--- src/rtl/x_23k640_pkg.sv ---
// Shared types and defaults for the SRAM request sequencer and its FIFO.
package x_23k640_pkg;

  localparam int unsigned DivDefault   = 4;
  localparam int unsigned DepthDefault = 4;

  typedef struct packed {
    logic        rd_n_wr;
    logic [15:0] addr;
    logic [7:0]  wdata;
  } req_t;

  typedef enum logic [1:0] {
    StIdle,
    StIssue,
    StBusy
  } state_e;

endpackage

--- src/rtl/sram_req_fifo.sv ---
// Count-based request FIFO; DEPTH must be a power of two so pointers wrap freely.
module sram_req_fifo
  import x_23k640_pkg::*;
#(
  parameter int unsigned DEPTH = DepthDefault
) (
  input  logic i_clk,
  input  logic i_rst,
  input  logic i_push,
  input  req_t i_data,
  input  logic i_pop,
  output req_t o_head,
  output logic o_full,
  output logic o_empty
);

  localparam int unsigned PtrW = $clog2(DEPTH);
  localparam logic [PtrW:0] CntFull = DEPTH[PtrW:0];
  localparam logic [PtrW:0] CntOne = 1;
  localparam logic [PtrW-1:0] PtrOne = 1;

  logic [PtrW-1:0] wr_ptr_q, rd_ptr_q;
  logic [PtrW:0]   count_q, count_d;
  req_t            mem_q [DEPTH];
  logic            push_en, pop_en;

  assign o_full  = (count_q == CntFull);
  assign o_empty = (count_q == '0);
  assign o_head  = mem_q[rd_ptr_q];
  assign push_en = i_push & ~o_full;
  assign pop_en  = i_pop & ~o_empty;

  always_comb begin
    count_d = count_q;
    case ({push_en, pop_en})
      2'b10:   count_d = count_q + CntOne;
      2'b01:   count_d = count_q - CntOne;
      default: count_d = count_q;
    endcase
  end

  always_ff @(posedge i_clk or posedge i_rst) begin
    if (i_rst) begin
      wr_ptr_q <= '0;
      rd_ptr_q <= '0;
      count_q  <= '0;
    end else begin
      count_q <= count_d;
      if (push_en) wr_ptr_q <= wr_ptr_q + PtrOne;
      if (pop_en)  rd_ptr_q <= rd_ptr_q + PtrOne;
    end
  end

  // Storage needs no reset: occupancy alone decides what is valid.
  always_ff @(posedge i_clk) begin
    if (push_en) mem_q[wr_ptr_q] <= i_data;
  end

endmodule

--- src/rtl/sram_req_sequencer.sv ---
// Sequences application SRAM requests onto a single-outstanding SPI controller,
// replaying the first request after reset behind the controller's config sequence.
module sram_req_sequencer
  import x_23k640_pkg::*;
#(
  parameter int unsigned DIV   = DivDefault,
  parameter int unsigned DEPTH = DepthDefault
) (
  input  logic        i_clk,
  input  logic        i_rst,
  input  logic        i_req_valid,
  output logic        o_req_ready,
  input  logic        i_req_rd_n_wr,
  input  logic [15:0] i_req_addr,
  input  logic [7:0]  i_req_wdata,
  output logic        o_rsp_valid,
  output logic [7:0]  o_rsp_rdata,
  output logic        o_advance,
  output logic        o_valid,
  output logic        o_rd_n_wr,
  output logic [15:0] o_addr,
  output logic [7:0]  o_wdata,
  input  logic        i_cs,
  input  logic        i_ready,
  input  logic [7:0]  i_rdata,
  output logic        o_cfg_done
);

  localparam logic [7:0] DivLast = 8'(DIV - 1);

  logic [7:0] div_cnt_q;
  state_e     state_q, state_d;
  req_t       hold_q, hold_d;
  logic       cfg_done_q, cfg_done_d;
  logic       fifo_full, fifo_empty, fifo_pop;
  req_t       fifo_head, req_in;

  always_ff @(posedge i_clk or posedge i_rst) begin
    if (i_rst) begin
      div_cnt_q <= '0;
    end else if (div_cnt_q == DivLast) begin
      div_cnt_q <= '0;
    end else begin
      div_cnt_q <= div_cnt_q + 8'd1;
    end
  end

  assign o_advance = (div_cnt_q == DivLast);

  assign req_in = '{rd_n_wr: i_req_rd_n_wr, addr: i_req_addr, wdata: i_req_wdata};

  sram_req_fifo #(
    .DEPTH (DEPTH)
  ) u_fifo (
    .i_clk   (i_clk),
    .i_rst   (i_rst),
    .i_push  (i_req_valid),
    .i_data  (req_in),
    .i_pop   (fifo_pop),
    .o_head  (fifo_head),
    .o_full  (fifo_full),
    .o_empty (fifo_empty)
  );

  assign o_req_ready = ~fifo_full;

  always_comb begin
    state_d    = state_q;
    hold_d     = hold_q;
    cfg_done_d = cfg_done_q;
    fifo_pop   = 1'b0;
    unique case (state_q)
      StIdle: begin
        if (!fifo_empty) begin
          fifo_pop = 1'b1;
          hold_d   = fifo_head;
          state_d  = StIssue;
        end
      end
      StIssue: begin
        if (!i_cs) state_d = StBusy;
      end
      StBusy: begin
        if (i_cs) begin
          // The first chip-select excursion was the controller's own config
          // sequence, so the held request still has to be sent.
          if (!cfg_done_q) begin
            cfg_done_d = 1'b1;
            state_d    = StIssue;
          end else begin
            state_d = StIdle;
          end
        end
      end
      default: state_d = StIdle;
    endcase
  end

  always_ff @(posedge i_clk or posedge i_rst) begin
    if (i_rst) begin
      state_q    <= StIdle;
      hold_q     <= '0;
      cfg_done_q <= 1'b0;
    end else begin
      state_q    <= state_d;
      hold_q     <= hold_d;
      cfg_done_q <= cfg_done_d;
    end
  end

  assign o_valid     = (state_q == StIssue);
  assign o_rd_n_wr   = hold_q.rd_n_wr;
  assign o_addr      = hold_q.addr;
  assign o_wdata     = hold_q.wdata;
  assign o_cfg_done  = cfg_done_q;
  assign o_rsp_valid = (state_q == StBusy) & hold_q.rd_n_wr & i_ready;
  assign o_rsp_rdata = o_rsp_valid ? i_rdata : 8'h00;

endmodule

--- config.mk ---
export PLATFORM = sky130hd
export DESIGN_NAME = sram_req_sequencer
export DESIGN_NICKNAME = d
export VERILOG_FILES = /design/src/rtl/x_23k640_pkg.sv /design/src/rtl/sram_req_fifo.sv /design/src/rtl/sram_req_sequencer.sv
export SDC_FILE = /design/constraint.sdc
export NUM_CORES = 1
export LEC_CHECK = 0
export ABC_AREA = 1
export CORE_UTILIZATION = 55
export CTS_CLUSTER_SIZE = 40
export DETAILED_ROUTE_END_ITERATION = 8
export PLACE_DENSITY = 0.79
export SLEW_MARGIN = 15
export SYNTH_ARGS = -nofsm -noshare
export SYNTH_HDL_FRONTEND = slang
export SYNTH_HIERARCHICAL = 1
export SYNTH_SLANG_ARGS = --single-unit
--- constraint.sdc ---
create_clock -name i_clk -period 2.6 [get_ports i_clk]
set_input_delay 0.26 -clock i_clk [delete_from_list [all_inputs] [get_ports i_clk]]
set_output_delay 0.26 -clock i_clk [all_outputs]
set_load 0.005 [all_outputs]
==> run metrics <==
Int Pwr=5.50 mW; commonest non-fill, non-tap cell in the layout=nand2_1; xor and xnor area share after synthesis=0.00435; diode count=0; Multi-input gate area=approximately 1400 um2; die height=107 um; Max Fclk=between 400 and 500 MHz; Most Crowded Layer GR=met2; critical path depth in cells=4; commonest cells after routing, fill and taps aside=nand2_1, edfxtp_1, inv_1; CP Class=register to output pin; placed wire-length estimate=6.95 mm; global route total overflow=0; Place WS=0.529 ns; synthesized net count=roughly 590; Seq pwr share=0.397; part of the power in the clock network=0.265; core area=10500 um2; WHS=0.0162 ns; Post-DRT Antenna Nets=0; Clock Pin Slew Worst Setup and Hold Paths=roughly 0.06 ns; drt total wl=11.5 mm; syn avg cell area=11.0 um2; part of the power in combinational logic=0.338; Worst-Margin Slew=about 0.8 ns; Synth Area in Compound Gates=0.0680; Worst path slowest cell=clkdlybuf4s50_1; CP cell instances=nor2_2 > nand3_2 > nor2_1 > clkdlybuf4s50_1; IO Pins=76; clk sinks=143; synth warn=6; TritonCTS Buffers=17; CTS root buf=clkbuf_8; placed cell areas=~6900 um2; main combinational cell family by area after synthesis=simple AND/OR/NAND/NOR gates; cells after synthesis=around 550; Total Routing Usage GR=0.221; met3 Usage GRT=0.0541; Clock Latency Late Sink=between 0.5 and 0.6 ns; wire per inst=14.7 um; r2r worst-path depth=15; Final Util=0.709; Final period util=0.851; mux cell area share after synthesis=0; Hold Crit Class=input port to asynchronous set/reset pin; Finished Cell Area=7420 um2; WP buf/inv=1; Switching Share=0.338; final setup violation count=0; max_slew headroom=0.462; FF+latch count, synth=143; LEAKAGE=3.27 nW; status=complete, no violations; Layout Skew=0.00719 ns; Final Net Count=~680; Area growth syn-to-layout=22.9%; largest net degree at the start of global routing=85; post-CTS setup buffer count=0; Worst VDD drop=0.000584 V; H-tree Lvls=4; post-CTS sizing=0; max incr delay on CP=0.51 ns; final worst slack=0.388 ns; Worst Setup SP=state_q[0]$_DFFE_PP0P_; Adder-Cell Fraction of Synth Area=0.0157; first-pass GRT wire length=18.7 mm; worst r2r src=u_fifo/count_q[0]$_DFFE_PP0P_; layout cells sized above 1=0.0839; Port Buf Inserts=75; unrepaired setup endpoints after global routing=false; final setup TNS=0 ns; worst-path maximum fanout=9; minimum clock period=between 2 and 2.5 ns; Post-Synth Simple-Gate Area=0.146; Final GP Congestion=0.779; Iteration-0 DRC Markers=between 200 and 250; Initial Util=0.577; DR vias=3980; unique cell type count in the Yosys netlist=25; Via density=5.10; DRC=0; row cnt=37; CP startpoint kind=register; M1 GR Usage=0.249; sequential cell area=around 4000 um2; max_cap viols=0; hold_buf cts=0; Worst EP arrival=1.95 ns; die area=~11000 um2; PD cells=1120 nW/um2; synthesized area=6040 um2; post-synthesis sequential area ratio=0.676; FILL cells=711; CP Capture Type=output pin; TritonRoute pass-1 iters=4; initial antenna violation count=0; P_sw=2.81 mW; Die X=107 um; Final Hold Viols=0; CP delay by family, top=simple AND/OR/NAND/NOR gates; CP required=2.34 ns; vias in the first global route=3995; CTS tree=done; worst-case clock buffer depth=2; met2 Track Usage GR=0.392; Final Max Tran Viols=0
==> flip-flops by register name, indices dropped and copies added (netlist names), 2 cells and up <==
register,count
o_addr,16
div_cnt_q,8
u_fifo/wr_ptr_q,2
u_fifo/mem_q,100
u_fifo/rd_ptr_q,2
o_wdata,8
u_fifo/count_q,3
state_q,2
==> power groups by stage <==
stage / Sequential [mW] / Combinational (mW) / Clock, mW
after floorplan: 3.32 / 1.94 / 0
after global placement: 3.32 / 2.71 / 0
after detailed placement: 3.34 / 2.81 / 0
after CTS: 3.30 / 2.85 / 2.24
after global routing: 3.35 / 3.17 / 2.33
final: 3.30 / 2.81 / 2.20
==> metrics by stage <==
stage,std cells,total power [mW]
after CTS,780,8.39
final,780,8.31
after global routing,780,8.85
after floorplan,547,5.26
after global placement,748,6.02
after detailed placement,748,6.15
==> Yosys cell counts <==
cell type / count / area (um2)
inv_4: 1 / 6.26
nor3_1: 1 / 5.00
nand2_1: 181 / 679
buf_6: 13 / 146
xor2_1: 1 / 8.76
buf_4: 3 / 22.5
o211ai_1: 48 / 360
clkbuf_1: 1 / 3.75
nand3_1: 11 / 55.1
ha_1: 6 / 75.1
nand3_4: 1 / 17.5
edfxtp_1: 100 / 3000
nor2_2: 1 / 6.26
nand4_1: 1 / 6.26
nand3_2: 1 / 10.0
o21ai_0: 2 / 10.0
o211ai_2: 2 / 25.0
xnor2_1: 2 / 17.5
buf_2: 3 / 15.0
dfrtp_1: 43 / 1080
inv_1: 89 / 334
a21oi_1: 3 / 15.0
nor2_1: 28 / 105
inv_2: 4 / 15.0
fa_1: 1 / 20.0
==> path summary, 6_finish.rpt <==
| path | slack (ns) | end |
|---|---|---|
| min in group i_clk | 0.36 | state_q[1]$_DFFE_PP0P_ |
| setup / recovery | 0.39 | o_rsp_rdata[7] |
| hold / removal | 0.02 | u_fifo/wr_ptr_q[1]$_DFFE_PP0P_ |
| setup reg to reg | 0.49 | u_fifo/count_q[2]$_DFFE_PP0P_ |
| max in group asynchronous | 1.69 | o_wdata[6]$_DFFE_PP0P_ |
| hold reg to reg | 0.48 | o_addr[14]$_DFFE_PP0P_ |
==> metal layers <==
metal  up-vias  share of wire
li1       1944              -
met1      1898           0.40
met2       120           0.53
met3        18          0.056
met4         0          0.017
met5         -              0
==> kinds of logic (layout without fill, tap and decap cells) <==
family / count (synthesis) / after routing
compound gates: 55 / 55
xor+xnor: 3 / 3
fa+ha+maj: 7 / 7
buf+inv: 114 / 211
flops: 143 / 143
simple gates: 225 / 225
==> cell type report <==
cell class                 instances  share of cell area
multi-input combinational        290               0.192
sequential                       143               0.550
tap                              136              0.0229
inverter                          94              0.0479
timing repair buffer              85               0.113
clock buffer                      21              0.0619
clock inverter                    11              0.0121
Power figures use the tool's default switching activity.
